$ cat src/rtl/muldiv_pkg.sv
// -----------------------------------------------------------------------------
// muldiv_pkg
// Shared definitions for the execute-stage iterative multiplier and divider.
//
// Contents:
//   XLEN      - operand / result width (32; the datapaths only support 32)
//   CNT_W     - width of the iteration counter (log2 of XLEN)
//   mulsel_e  - RV32M multiply select: MUL, MULH, MULHSU, MULHU
//   divsel_e  - RV32M divide select:   DIV, DIVU, REM, REMU
//               (kept here so multiply and divide can later share one alusel)
//   state_e   - iterative-unit FSM states: IDLE, CALC, DONE
//   Helpers   - selects the product word and identifies the signed operands
//               for a multiply select.
// -----------------------------------------------------------------------------
package muldiv_pkg;

  localparam int XLEN  = 32;
  localparam int CNT_W = 5;

  // Encodings follow funct3[1:0] of the corresponding RV32M instructions.
  typedef enum logic [1:0] {
    MUL    = 2'b00,  // low word, identical for signed and unsigned operands
    MULH   = 2'b01,  // high word, signed x signed
    MULHSU = 2'b10,  // high word, signed x unsigned
    MULHU  = 2'b11   // high word, unsigned x unsigned
  } mulsel_e;

  typedef enum logic [1:0] {
    DIV  = 2'b00,
    DIVU = 2'b01,
    REM  = 2'b10,
    REMU = 2'b11
  } divsel_e;

  typedef enum logic [1:0] {
    IDLE = 2'b00,
    CALC = 2'b01,
    DONE = 2'b10
  } state_e;

  // Every select except MUL returns the upper half of the 64-bit product.
  function automatic logic sel_high_word(input mulsel_e sel);
    return (sel != MUL);
  endfunction

  // The multiplicand (rs1) is treated as signed by MULH and MULHSU.
  function automatic logic sel_a_signed(input mulsel_e sel);
    return (sel == MULH) || (sel == MULHSU);
  endfunction

  // The multiplier (rs2) is treated as signed only by MULH.
  function automatic logic sel_b_signed(input mulsel_e sel);
    return (sel == MULH);
  endfunction

endpackage

$ cat src/rtl/mul_sign_fix.sv
// -----------------------------------------------------------------------------
// mul_sign_fix
// Combinational sign handling around an unsigned magnitude core.
// The multiplier (and later the divider) works on operand magnitudes; this
// block strips the signs on the way in and re-applies the result sign on
// the way out.
//
// Ports:
//   i_a      [XLEN-1:0]   rs1 operand
//   i_b      [XLEN-1:0]   rs2 operand
//   i_sel    mulsel_e     operation select (decides which operands are signed)
//   i_prod   [2*XLEN-1:0] unsigned magnitude result from the core
//   i_neg    1            sign of the in-flight result (registered by the core)
//   o_mcand  [XLEN-1:0]   |rs1| (rs1 unchanged when treated as unsigned)
//   o_mplier [XLEN-1:0]   |rs2| (rs2 unchanged when treated as unsigned)
//   o_neg    1            result sign for the current operands
//   o_final  [2*XLEN-1:0] i_prod, two's-complement negated when i_neg is set
// -----------------------------------------------------------------------------
module mul_sign_fix
  import muldiv_pkg::*;
(
  input  logic [XLEN-1:0]   i_a,
  input  logic [XLEN-1:0]   i_b,
  input  mulsel_e           i_sel,
  input  logic [2*XLEN-1:0] i_prod,
  input  logic              i_neg,
  output logic [XLEN-1:0]   o_mcand,
  output logic [XLEN-1:0]   o_mplier,
  output logic              o_neg,
  output logic [2*XLEN-1:0] o_final
);

  logic w_a_neg;
  logic w_b_neg;

  assign w_a_neg = i_a[XLEN-1] & sel_a_signed(i_sel);
  assign w_b_neg = i_b[XLEN-1] & sel_b_signed(i_sel);

  // The magnitude of 0x80000000 wraps back to 0x80000000, which is exactly
  // 2^31 when read as unsigned, so the most-negative value needs no special
  // case anywhere downstream.
  assign o_mcand  = w_a_neg ? (~i_a + 1'b1) : i_a;
  assign o_mplier = w_b_neg ? (~i_b + 1'b1) : i_b;
  assign o_neg    = w_a_neg ^ w_b_neg;

  // A full 64-bit negate keeps the low word correct as well, so MUL needs no
  // signed/unsigned distinction.
  assign o_final = i_neg ? (~i_prod + 1'b1) : i_prod;

endmodule

$ cat src/rtl/seq_multiplier.sv
// -----------------------------------------------------------------------------
// seq_multiplier
// Iterative radix-2 shift-add multiplier for RV32M MUL/MULH/MULHSU/MULHU.
// It sits beside the sequential divider in the execute stage; the pipeline
// stalls while busy is high.
//
// Operation:
//   A one-cycle valid strobe latches a, b and mulsel (in any state; a strobe
//   while busy aborts the in-flight operation). The unsigned magnitudes are
//   multiplied over 32 CALC cycles, one multiplier bit per cycle, then the
//   sign is re-applied and the selected word is registered into res on
//   entry to DONE. ready pulses for the single DONE cycle. res then holds
//   until the next completed operation.
//   Latency: valid on cycle N -> ready/res on cycle N+33, busy on N+1..N+32.
//
// Build option (macro SEQ_MUL_EARLY_OUT_EN):
//   Defined   - CALC ends as soon as the multiplier bits still to be consumed
//               are all zero. The partial product is right-aligned with one
//               barrel shift. Latency becomes 2 + index of the highest set
//               bit of |b| (minimum 2). Results are bit-identical.
//   Undefined - fixed 33-cycle latency, no barrel shifter.
//
// Ports:
//   clk     in   1     system clock, rising edge
//   rst     in   1     asynchronous reset, active high
//   a       in   XLEN  multiplicand (rs1), sampled on the valid cycle
//   b       in   XLEN  multiplier (rs2), sampled on the valid cycle
//   valid   in   1     start strobe
//   mulsel  in   2     00 MUL, 01 MULH, 10 MULHSU, 11 MULHU
//   busy    out  1     high while the product is being accumulated
//   ready   out  1     one-cycle pulse, res valid on this cycle
//   res     out  XLEN  selected product word
// -----------------------------------------------------------------------------
module seq_multiplier
  import muldiv_pkg::*;
(
  input  logic            clk,
  input  logic            rst,
  input  logic [XLEN-1:0] a,
  input  logic [XLEN-1:0] b,
  input  logic            valid,
  input  logic [1:0]      mulsel,
  output logic            busy,
  output logic            ready,
  output logic [XLEN-1:0] res
);

  // ---------------------------------------------------------------------------
  // Registers
  // ---------------------------------------------------------------------------
  state_e            r_state;
  logic [2*XLEN-1:0] r_prod;   // {partial sum, unconsumed multiplier bits}
  logic [XLEN-1:0]   r_mcand;  // |a|
  logic              r_neg;    // result sign
  mulsel_e           r_sel;
  logic [CNT_W-1:0]  r_count;  // shift steps left after the current one
  logic [XLEN-1:0]   r_res;

  // ---------------------------------------------------------------------------
  // Wires
  // ---------------------------------------------------------------------------
  state_e            w_state_next;
  mulsel_e           w_sel_in;
  logic [XLEN-1:0]   w_mcand;
  logic [XLEN-1:0]   w_mplier;
  logic              w_neg;
  logic [XLEN:0]     w_sum;        // carry out of the add is kept
  logic [2*XLEN-1:0] w_shift;      // r_prod after one shift-add step
  logic [2*XLEN-1:0] w_prod_done;  // right-aligned magnitude product
  logic [2*XLEN-1:0] w_final;      // signed product
  logic              w_last;
  logic              w_early;
  logic              w_finish;

  assign w_sel_in = mulsel_e'(mulsel);

  // ---------------------------------------------------------------------------
  // Sign handling: operand magnitudes on capture, result negate on completion
  // ---------------------------------------------------------------------------
  mul_sign_fix u_sign_fix (
    .i_a      (a),
    .i_b      (b),
    .i_sel    (w_sel_in),
    .i_prod   (w_prod_done),
    .i_neg    (r_neg),
    .o_mcand  (w_mcand),
    .o_mplier (w_mplier),
    .o_neg    (w_neg),
    .o_final  (w_final)
  );

  // ---------------------------------------------------------------------------
  // Shift-add step
  // Bit 0 of r_prod is the next multiplier bit. The 33-bit sum replaces the
  // upper half, and the whole 65-bit value shifts right by one, so the carry
  // lands in bit 63 instead of being lost.
  // ---------------------------------------------------------------------------
  assign w_sum   = {1'b0, r_prod[2*XLEN-1:XLEN]}
                 + (r_prod[0] ? {1'b0, r_mcand} : {(XLEN+1){1'b0}});
  assign w_shift = {w_sum, r_prod[XLEN-1:1]};
  assign w_last  = (r_count == '0);

`ifdef SEQ_MUL_EARLY_OUT_EN
  // After the step at count c, w_shift[c-1:0] are the c multiplier bits still
  // to be consumed. Once they are all zero, the remaining c steps would only
  // shift right without adding, so those steps collapse into a single shift
  // by c.
  logic [2*XLEN-1:0] w_rem_mask;

  assign w_rem_mask  = ({{(2*XLEN-1){1'b0}}, 1'b1} << r_count) - 1'b1;
  assign w_early     = !w_last && ((w_shift & w_rem_mask) == '0);
  assign w_prod_done = w_early ? (w_shift >> r_count) : w_shift;
`else
  assign w_early     = 1'b0;
  assign w_prod_done = w_shift;
`endif

  assign w_finish = w_last || w_early;

  // ---------------------------------------------------------------------------
  // FSM: state register
  // ---------------------------------------------------------------------------
  always_ff @(posedge clk or posedge rst) begin
    // NOTE: clocked state uses non-blocking assignments so that every
    // register samples pre-edge values regardless of statement order.
    if (rst) begin
      r_state <= IDLE;
    end else begin
      r_state <= w_state_next;
    end
  end

  // ---------------------------------------------------------------------------
  // FSM: next state and outputs
  // A new valid always wins. It restarts the operation from CALC, which also
  // aborts an in-flight operation before it reaches DONE. ready is a decode
  // of DONE, so a valid on the DONE cycle still lets that pulse through.
  // ---------------------------------------------------------------------------
  always_comb begin
    // NOTE: every output of this block is given a default first, so no path
    // leaves a value unassigned and no latch is inferred.
    w_state_next = r_state;
    busy         = 1'b0;
    ready        = 1'b0;

    unique case (r_state)
      IDLE: begin
        if (valid) begin
          w_state_next = CALC;
        end
      end
      CALC: begin
        busy = 1'b1;
        if (valid) begin
          w_state_next = CALC;
        end else if (w_finish) begin
          w_state_next = DONE;
        end
      end
      DONE: begin
        ready        = 1'b1;
        w_state_next = valid ? CALC : IDLE;
      end
      default: begin
        w_state_next = IDLE;
      end
    endcase
  end

  // ---------------------------------------------------------------------------
  // Datapath registers
  // res is loaded only on the CALC -> DONE transition. Loading it there, from
  // the final step's combinational result, makes it valid on the same cycle
  // that ready pulses.
  // ---------------------------------------------------------------------------
  always_ff @(posedge clk or posedge rst) begin
    if (rst) begin
      r_prod  <= '0;
      r_mcand <= '0;
      r_neg   <= 1'b0;
      r_sel   <= MUL;
      r_count <= '0;
      r_res   <= '0;
    end else if (valid) begin
      r_prod  <= {{XLEN{1'b0}}, w_mplier};
      r_mcand <= w_mcand;
      r_neg   <= w_neg;
      r_sel   <= w_sel_in;
      r_count <= '1;
    end else if (r_state == CALC) begin
      r_prod  <= w_prod_done;
      r_count <= r_count - 1'b1;
      if (w_finish) begin
        r_res <= sel_high_word(r_sel) ? w_final[2*XLEN-1:XLEN]
                                      : w_final[XLEN-1:0];
      end
    end
  end

  assign res = r_res;

endmodule

$ cat config.mk
export PLATFORM = sky130hd
export DESIGN_NAME = seq_multiplier
export DESIGN_NICKNAME = d
export VERILOG_FILES = /design/src/rtl/muldiv_pkg.sv /design/src/rtl/mul_sign_fix.sv /design/src/rtl/seq_multiplier.sv
export SDC_FILE = /design/constraint.sdc
export NUM_CORES = 1
export LEC_CHECK = 0
export CORE_MARGIN = 3
export CORE_UTILIZATION = 60
export DETAILED_ROUTE_END_ITERATION = 8
export GPL_TIMING_DRIVEN = 0
export PLACE_DENSITY = 0.83
export SLEW_MARGIN = 10
export SYNTH_ARGS = -nofsm -noshare
export SYNTH_HDL_FRONTEND = slang
export SYNTH_SLANG_ARGS = --single-unit
$ cat constraint.sdc
create_clock -name clk -period 7.9 [get_ports clk]
set_input_delay 2.37 -clock clk [delete_from_list [all_inputs] [get_ports clk]]
set_output_delay 2.37 -clock clk [all_outputs]
set_load 0.05 [all_outputs]
=== After elaboration in Yosys (flattened, before gate mapping) ===
Cells that the tools add are included.
W data, S select, Z words.

* $add $sub $neg: 5
* Equality and inequality tests: 6
* Bitwise gates (word level): 7
* Reductions and logical operators: 7
* Muxes and demuxes: 16

{| class="wikitable"
|+ Operator list
! kind !! count
|-
| $mux W64 || 3
|-
| $mux W32 || 4
|-
| $add A32 B1 Y32 const B || 2
|-
| $add A64 B1 Y64 const B || 1
|-
| $not A32 Y32 || 2
|-
| $not A64 Y64 || 1
|-
| $add A32 B32 Y33 || 1
|-
| $mux W5 || 2
|-
| $mux W2 || 3
|-
| $pmux W2 S3 || 1
|-
| $logic_not A5 Y1 || 1
|-
| $sub A5 B1 Y5 const B || 1
|-
| $eq A2 B1 Y1 const B || 2
|-
| $eq A2 B2 Y1 const B || 2
|-
| $reduce_bool A2 Y1 || 2
|-
| $mux W1 || 3
|-
| $ne A3 B3 Y1 const B || 1
|-
| $reduce_and A3 Y1 || 1
|-
| $and A1 B1 Y1 || 2
|-
| $logic_not A2 Y1 || 1
|-
| $ne A2 B2 Y1 const B || 1
|-
| $reduce_and A2 Y1 || 1
|-
| $logic_or A1 B1 Y1 || 1
|-
| $not A1 Y1 || 1
|-
| $xor A1 B1 Y1 || 1
|}

* Bits of input ports: 69
* Flip-flop bits (word level): 138
* Logic and storage cells: 48

=== Longest topological paths before layout ===
* Depth after elaboration: 6
* Mapped depth: 15

=== Modules after synthesis ===
A second synthesis with hierarchy kept.

* Cell total of the unflattened synthesis: 1306
* Area total of the unflattened synthesis: 11165.7 um^2

{| class="wikitable"
|+ By module, submodules not included
! module !! sequential area each (um^2) !! cells each !! instances !! area each (um^2)
|-
| seq_multiplier || 3453.3 || 864 || 1 || 8201.6
|-
| mul_sign_fix || 0.0 || 442 || 1 || 2964.1
|}

=== Least setup slack after synthesis ===
OpenSTA, ideal clock, no wires.

* Path type: input-to-reg
* Start point: in b[11]
* End point: reg r_prod[29]
* Required time: 7.823 ns
* Arrival: 5.040 ns
* Stages on the path: 10
* Library setup time: 0.077 ns
* Setup slack: 2.784 ns
* Buffers on the path: 0
* Cell sequence: or4_1 > or3_1 > or4_1 > or4b_1 > nor2_1 > nand3_1 > o31ai_1 > xnor2_1 > nand2_1 > o21ai_1

* Cells in the longest elaborated chain, start to end: 4

{| class="wikitable"
|+ Ends and longest elaborated chain
! item !! line !! source
|-
| start: declaration || seq_multiplier.sv:40 || <nowiki>input logic [XLEN-1:0] b,</nowiki>
|-
| $not A32 Y32 || mul_sign_fix.sv:43 || <nowiki>assign o_mplier = w_b_neg ? (~i_b + 1'b1) : i_b;</nowiki>
|-
| $add A32 B1 Y32 || mul_sign_fix.sv:43 ||
|-
| $mux W32 || mul_sign_fix.sv:43 ||
|-
| $mux W64 || seq_multiplier.sv:184 || <nowiki>end else if (valid) begin</nowiki>
|-
| end signal: assignment || seq_multiplier.sv:185 || <nowiki>r_prod <= {{XLEN{1'b0}}, w_mplier};</nowiki>
|-
| end signal: assignment || seq_multiplier.sv:191 || <nowiki>r_prod <= w_prod_done;</nowiki>
|-
| end: declaration || seq_multiplier.sv:52 || <nowiki>logic [2*XLEN-1:0] r_prod;</nowiki>
|}

Every way passes these cells.
A chain may end at the register's enable or synchronous reset.

=== Final worst setup path ===
* Start point: in b[9]
* End point: reg r_prod[30]

The elaborated chain is that of the path after synthesis.

==> flow_summary.yaml <==
critical_path:
  crit_chain: "clkdlybuf4s50_1 -> or4_1 -> or3_1 -> or4_1 -> or4b_1 -> nor3_1 -> a31oi_1 -> xor2_1 -> nand2_1 -> o21ai_0"
  worst_path_most_repeated_cell: "or4_1"
  crit_buf_inv: 1
  cp.arrival_ns: 5.76
  setup.worst_path.start_class: "input pin"
  cp-end-kind: "flip-flop"
  critPathSlowestCell: "or4b_1"
  critical_path.top_delay_family: "simple AND/OR/NAND/NOR gates"
  critPathMaxStageDelay_ns: 0.55
  worstPathRequired_ns: 8.18
  path_class: "input pin to flip-flop"
  cp_max_fo: 5
grt:
  grt_max_degree: 72
  antenna_found_initial: 0
  overflow: 0
  grt_pass1_vias: 10290
  grt_pass1_wl_mm: 52.72
  grt_usage_pct: 33.59
yosys:
  synth_edf_count: 0
  syn_area_per_cell_um2: 8.004
  syn_nets: 1442
  ys_types: 75
  synth-seq-cells: 138
  synth_top_area_share_pct: 32.34
  netlist_top_cells_count: "192 x nand2_1, 138 x dfrtp_1, 135 x a21oi_1, 109 x nor2_1, 105 x o21ai_0"
  yosysMostFrequentCell: "nand2_1"
  yosys.area.top_type: "dfrtp_1"
  netlist_area_mm2: 0.01068
  ys_warn_count: 0
  synthArstFlopShare_pct: 100.0
  syn_inst: 1334
  ys.flop_type: "dfrtp_1"
  synth_area_leaders: "dfrtp_1 32%, nand2_1 6.7%, xnor2_1 6.6%, a21oi_1 6.3%, o21ai_0 4.9%"
  yosysSeqAreaShare_pct: 32.34
routing:
  drc: 0
  dr.pass1.iters: 6
  wl_mm: 32.64
  dr_wl_met2_mm: 14.67
  vias_per_cell: 6.329
  wl_per_cell_um: 19.28
  topRoutingLayerUsed: "met4"
  drt_iter0_drc: 1083
  wirelength_met1_mm: 14.03
  wl_met3_mm: 2.897
  ant_nets: 0
  vias: 10720
hold_path:
  hold_class: "flip-flop to flip-flop"
place:
  io_buffers: 101
  post-dp-hpwl_mm: 24.91
  dp_slack_ns: 2.027
  place.gp.congestion: 0.9662
  dp.cells: 1661
layout:
  seqCellArea_mm2: 0.003453
  syn2layout_area_growth_pct: 18.48
  drive_above_1_share_pct: 4.564
  fin_nets: 1563
  fillerInstances: 1408
  fin_cells: 1693
  n_antenna_cell: 0
  multiInputGateArea_mm2: 0.006870
timing:
  setup_viol: 0
  rsz0062_at_grt: "false"
  max_freq_ghz: 0.1826
  period_share_pct: 69.34
  worst_slew_pin_slew_ns: 1.009
  drv_slew: 0
  min_period_ns: 5.478
  whs_ns: 0.4828
  clock-skew-final_ns: 0.007510
  setup_ws_ns: 2.422
  hold_violations: 0
  slew_headroom_pct: 31.87
clock_network:
  cts_buffers: 17
  cts_tree: "done"
  post_cts_buffers: 0
  clock_tree.buffer_depth: 2
  cts.sinks: 138
  clkLatencyLatePin_ns: 0.43
  clkTransAtPathRegs_ns: 0.06
  clockRootBuffer: "clkbuf_16"
  htreeDepth: 4
  ctsResizeCount: 0
  ctsHoldBuffers: 0
flow_run:
  drv_cap: 0
floorplanning:
  die-area_mm2: 0.01943
  pin_count: 103
  core_area_mm2: 0.01736
  die_w_um: 139.4
  die_h_um: 139.4
  initial_core_util_pct: 61.52
  std_cell_rows: 48
pwr:
  p_leak_nw: 5.042
  power_mw: 2.909
  ir_drop_v: 0.0002022
  p_per_area_mw_per_mm2: 229.9
outcome:
  status: "completed"
## per-layer routing
layer  up-vias  track usage (%)
met5         -                0
li1       5010                -
met3        73            7.526
met4         0            12.15
met2       454            51.55
met1      5178            46.98
## report_power, final
part	switching [mW]	internal [mW]
registers	0.0774	0.797
logic	0.719	0.437
clock network	0.331	0.548
total	1.13	1.78
## final timing paths
| path | startpoint | endpoint | slack (ns) | depth (start not counted) |
|---|---|---|---|---|
| max | b[9] | r_prod[30] | 2.42 | 10 |
| min in group asynchronous | rst | r_prod[4] | 2.40 | 2 |
| max in group asynchronous | rst | r_prod[58] | 4.71 | 3 |
| min | r_state[1] | r_state[0] | 0.48 | 1 |
| min reg2reg | r_state[1] | r_state[0] | 0.48 | 1 |
| max reg2reg | r_prod[0] | res[30] | 2.91 | 13 |
## sequential cells by signal (all words and copies together), names as in the netlist
name / cells
res: 32
r_sel: 2
r_mcand: 32
r_state: 2
r_prod: 64
r_count: 5
r_neg: 1
## cell families (layout without fill, tap and decap cells)
group                    Yosys count  count (layout)  synth area share, %
AND/OR/NAND/NOR                  493             493                22.46
AO/OA/AOI/OAI                    393             393                22.32
flip-flops                       138             138                32.34
XOR/XNOR                         136             136                11.16
buffers and inverters             96             230                3.375
adder cells (fa/ha/maj)           39              39                4.640
multiplexers                      39              39                3.703
## area by class of cell
class	count	share of cell area, %
plain buffers	72	2.136
repair buffers	102	8.209
clock buffers	19	3.580
well taps	225	2.225
multi-input cells	1100	54.31
clock inverters	13	1.493
inverters	24	0.7517
flip-flops and latches	138	27.30
## per-stage QoR
stage	cell area [um^2]	setup TNS (ns)	util (%)
2_1_floorplan	10680	0	-
3_3_place_gp	11970	-9.061	68.97
3_5_place_dp	12000	0	69.15
4_1_cts	12640	0	72.85
5_1_grt	12650	0	72.89
6_report	12650	0	72.89
## worst reg2reg max path: cells and delay by family (launching register included)
| family | cells | cell delay [ns] |
|---|---|---|
| and+or+nand+nor | 5 | 1.97 |
| AOI/OAI and AO/OA | 4 | 1.42 |
| DFF | 1 | 0.56 |
| xor gates and xnor gates | 2 | 0.33 |
| buffers and inverters | 1 | 0.31 |
| adders and majority gates | 1 | 0.30 |
## layout by cell type, fill, tap and decap left out, drive strengths merged, types with 40 or more instances in the layout
cell	Yosys	final
a21oi	135	135
nor2	110	110
o21ai	129	129
clkbuf	60	79
xor2	56	56
and2	40	40
dfrtp	138	138
clkdlybuf4s50	0	101
xnor2	80	80
nand2	193	193
Power figures use the tool's default switching activity.
==> RTL change 1, RTL diff (config.mk and constraints unchanged) <==
Change the package constant `XLEN` from 32 to 36. Comments in the files are not updated.
--- a/src/rtl/muldiv_pkg.sv
+++ b/src/rtl/muldiv_pkg.sv
@@ -16,3 +16,3 @@
 
-  localparam int XLEN  = 32;
+  localparam int XLEN  = 36;
   localparam int CNT_W = 5;
Ports: changed (resized a, b and res); port bits go from 103 to 115. No check against the original RTL was run, so the function may have changed too.
==> RTL change 1 against the unedited design <==
- setup slack worse by 0.37 ns
- clock power is 4.4% lower
- routed wire length is 17% higher
- die area is 12% higher
- power is 14% higher
- sequential power is 13% higher
- synthesized area is 12% higher
- critical path depth is 8 higher
- design area is 11% higher
- count of clock-buffer cells in the layout is 2 lower
- final cell count is 14% higher
- sequential cell count is 16 higher
- combinational power is 28% higher
==> RTL change 1: results (changes against the unedited design) <==
{| class="wikitable"
! Metric !! Value
|-
| Gate Count Post-Synth || 1526 (+14%)
|-
| Sequential element share of the synthesized area || 32.1% (-0.26 points)
|-
| DPL Wire Length || 29500 µm (+19%)
|-
| Worst Setup Path Type || reg2reg
|-
| Minimum setup slack after placement || 1.98 ns (-0.0438 ns)
|-
| Parity-gate share of the synthesized area counting xor and xnor cells || 11.7% (+0.51 points)
|-
| Instance area after placement || 0.0135 mm² (+13%)
|-
| Switch share || 43.3% (+4.5 points)
|-
| Master of the slowest instance on the critical path || sky130_fd_sc_hd__nor4_1
|-
| Status || complete, no violations
|-
| Post-route fraction of the period consumed by the critical path || 74.0% (+4.7 points)
|-
| Share of layout cells above drive strength 1 || 3.47% (-1.1 points)
|-
| Most frequent cells after synthesis || 205 x sky130_fd_sc_hd__nand2_1, 166 x sky130_fd_sc_hd__a21oi_1, 154 x sky130_fd_sc_hd__dfrtp_1
|-
| Worst-path clk slew || 0.08 ns (+0.02 ns)
|-
| Maximum number of pins on one net before global-route repair || 95 (+32%)
|-
| Global-route wire length before repair || 60100 µm (+14%)
|-
| GR Layer Usage met1 || 50.5% (+3.5 points)
|-
| Worst Path Arrival || 6.18 ns (+0.42 ns)
|-
| Total Nets Final || 1779 (+14%)
|-
| Number of standard cells in the final layout excluding fillers || 1936 (+14%)
|-
| Worst-case hold slack || 0.462 ns (-0.0211 ns)
|-
| Final estimated routing congestion in global placement || 0.974 (+0.84%)
|-
| Worst IR drop on VDD || 0.149 mV (-27%)
|-
| Depth of the worst register-to-register path || 18 (+5)
|-
| Met2 capacity usage during global routing || 52.3% (+0.71 points)
|-
| Port buffer count || 113 (+12%)
|-
| Routed WL || 38300 µm (+17%)
|-
| Post-synthesis share of cell area spent on full adders, half adders and majority gates || 4.54% (-0.099 points)
|-
| Number of global-route vias before repair || 11300 (+9.9%)
|-
| R2R setup slack || 2.05 ns (-0.86 ns)
|-
| Average vias per placed instance || 6.32 (about the same)
|-
| Slowest Stage Delay on Critical Path || 0.60 ns (+0.05 ns)
|}
-- RTL change 1: cell count changes in the layout (fill, tap and decap cells not counted), moves of 11 or more --
cell	unedited run	this run
sky130_fd_sc_hd__o21ai_1	24	5
sky130_fd_sc_hd__xor2_1	56	69
sky130_fd_sc_hd__clkbuf_1	60	81
sky130_fd_sc_hd__o21ai_0	105	127
sky130_fd_sc_hd__dfrtp_1	138	154
sky130_fd_sc_hd__nor4_1	10	21
sky130_fd_sc_hd__xnor2_1	80	91
sky130_fd_sc_hd__a21oi_1	135	166
sky130_fd_sc_hd__clkdlybuf4s50_1	101	113
sky130_fd_sc_hd__nand2_1	192	205
sky130_fd_sc_hd__nor2_1	109	129
-- RTL change 1: cell type report --
cell class | instances | area [µm²]
plain buffers | 95 | 363
flip-flops and latches | 154 | 3850
fillers | 1640 | 5500
well taps | 265 | 332
clock inverters | 14 | 160
multi-input cells | 1246 | 7680
inverters | 31 | 124
repair buffers | 114 | 1160
clock buffers | 17 | 425
-- RTL change 1: power groups by stage --
stage / clock network [µW] / logic [µW] / registers, µW
after floorplan: 0 / 1030 / 993
after global placement: 0 / 1420 / 997
after detailed placement: 0 / 1440 / 1000
after CTS: 839 / 1460 / 987
after global routing: 869 / 1620 / 1000
final: 840 / 1490 / 991
-- RTL change 1: kinds of logic after synthesis --
| family | after synthesis |
|---|---|
| buffers and inverters | 126 |
| AOI/OAI and AO/OA | 450 |
| DFF | 154 |
| muxes | 38 |
| adders and majority gates | 43 |
| xor gates and xnor gates | 160 |
| and+or+nand+nor | 555 |
-- RTL change 1: layer usage --
metal  vias up  share of wire, %
met5         -                 0
met1      5850                44
met3        77               9.6
met4         0               2.5
met2       633                44
li1       5681                 -
==> RTL change 2, RTL diff (same flow settings) <==
Made on the original files. The 3 states of `state_e` get a one-hot encoding in 3 bits.
--- a/src/rtl/muldiv_pkg.sv
+++ b/src/rtl/muldiv_pkg.sv
@@ -34,6 +34,6 @@
 
-  typedef enum logic [1:0] {
-    IDLE = 2'b00,
-    CALC = 2'b01,
-    DONE = 2'b10
+  typedef enum logic [2:0] {
+    IDLE = 3'b001,
+    CALC = 3'b010,
+    DONE = 3'b100
   } state_e;
Function: no difference found for any inputs over 10 cycles, from zero or initial values and one cycle with rst high; not proved beyond that.
==> RTL change 2 against the unedited design <==
- largest cell class unchanged
- clock power down 0.9%
- critical path depth up 1
- power down 5.7%
- setup slack worse by 0.51 ns
- register-to-register slack worse by 0.55 ns
- synthesized area up 0.55%
- routed wire length down 1.4%
- design area up 0.28%
- combinational power down 15%
- first-iteration DRC count up 4.0%
- sequential cell count up 1
- final cell count about the same
- non-clock buffer count up 12
- highest routed layer unchanged
==> RTL change 2: results (changes against the unedited design) <==
{| class="wikitable"
! Metric !! Value
|-
| Status || complete, no violations
|-
| GR Layer Usage met1 || 47.1% (+0.10 points)
|-
| Worst R2R End || res[27]
|-
| Count of filler cells inserted in the layout || 1384 (-1.7%)
|-
| Maximum net fanout on the critical path || 4 (-1)
|-
| Final estimated routing congestion in global placement || 0.960 (-0.62%)
|-
| Parity-gate share of the synthesized area counting xor and xnor cells || 11.7% (+0.59 points)
|-
| Met2 capacity usage during global routing || 50.1% (-1.4 points)
|-
| Sequential element share of the synthesized area || 32.4% (+0.068 points)
|-
| # clk buffers || 17 (-2)
|-
| End point of the critical path || r_prod[27]
|-
| Area of all placed cells without fillers || 0.0127 mm² (+0.28%)
|-
| Number of DRC violations after detailed-routing iteration 0 || 1126 (+4.0%)
|-
| Slowest Stage Delay on Critical Path || 0.61 ns (+0.06 ns)
|-
| Worst IR drop on VDD || 0.161 mV (-20%)
|-
| Multiplexer fraction of the synthesized cell area || 4.28% (+0.57 points)
|-
| Routed WL || 32200 µm (-1.4%)
|-
| Non-clock buffers, area share || 10.7% (+0.39 points)
|-
| Met3 track demand over resource || 6.94% (-0.58 points)
|-
| Average vias per placed instance || 6.28 (-0.73%)
|-
| Total met3 wirelength after detailed routing || 2640 µm (-8.9%)
|-
| Setup clock skew after layout || 0.00944 ns (+0.00193 ns)
|-
| Multi-input gate share of the layout cell area || 53.9% (-0.42 points)
|-
| Instance area after placement || 0.0121 mm² (+0.49%)
|-
| Depth of the worst register-to-register path || 14 (+1)
|-
| Total leakage power || 0.00536 µW (+6.3%)
|-
| Worst Path Arrival || 6.27 ns (+0.51 ns)
|-
| DPL Wire Length || 24400 µm (-2.2%)
|-
| TritonRoute pass-1 iters || 7 (+1)
|-
| Post-synthesis compound-gate area fraction || 21.7% (-0.59 points)
|-
| Master of the slowest instance on the critical path || sky130_fd_sc_hd__or4_1
|}
-- RTL change 2: cell types whose count changed in the layout (fill, tap and decap cells not counted), moves of 6 or more --
cell | unedited run | this run
sky130_fd_sc_hd__o21ai_1 | 24 | 3
sky130_fd_sc_hd__clkbuf_1 | 60 | 73
sky130_fd_sc_hd__nand2_1 | 192 | 180
sky130_fd_sc_hd__nor3_1 | 33 | 22
sky130_fd_sc_hd__o21ai_0 | 105 | 113
sky130_fd_sc_hd__xnor2_1 | 80 | 88
sky130_fd_sc_hd__and3_1 | 3 | 10
sky130_fd_sc_hd__o31ai_1 | 32 | 25
sky130_fd_sc_hd__nand4_1 | 9 | 15
sky130_fd_sc_hd__o41ai_1 | 11 | 17
-- RTL change 2: tightest hold or removal path, delay by kind of cell (launching register included) --
family | cells | cell delay [ns]
AND/OR/NAND/NOR | 1 | 0.05
AO/OA/AOI/OAI | 1 | 0.06
flip-flops | 1 | 0.34
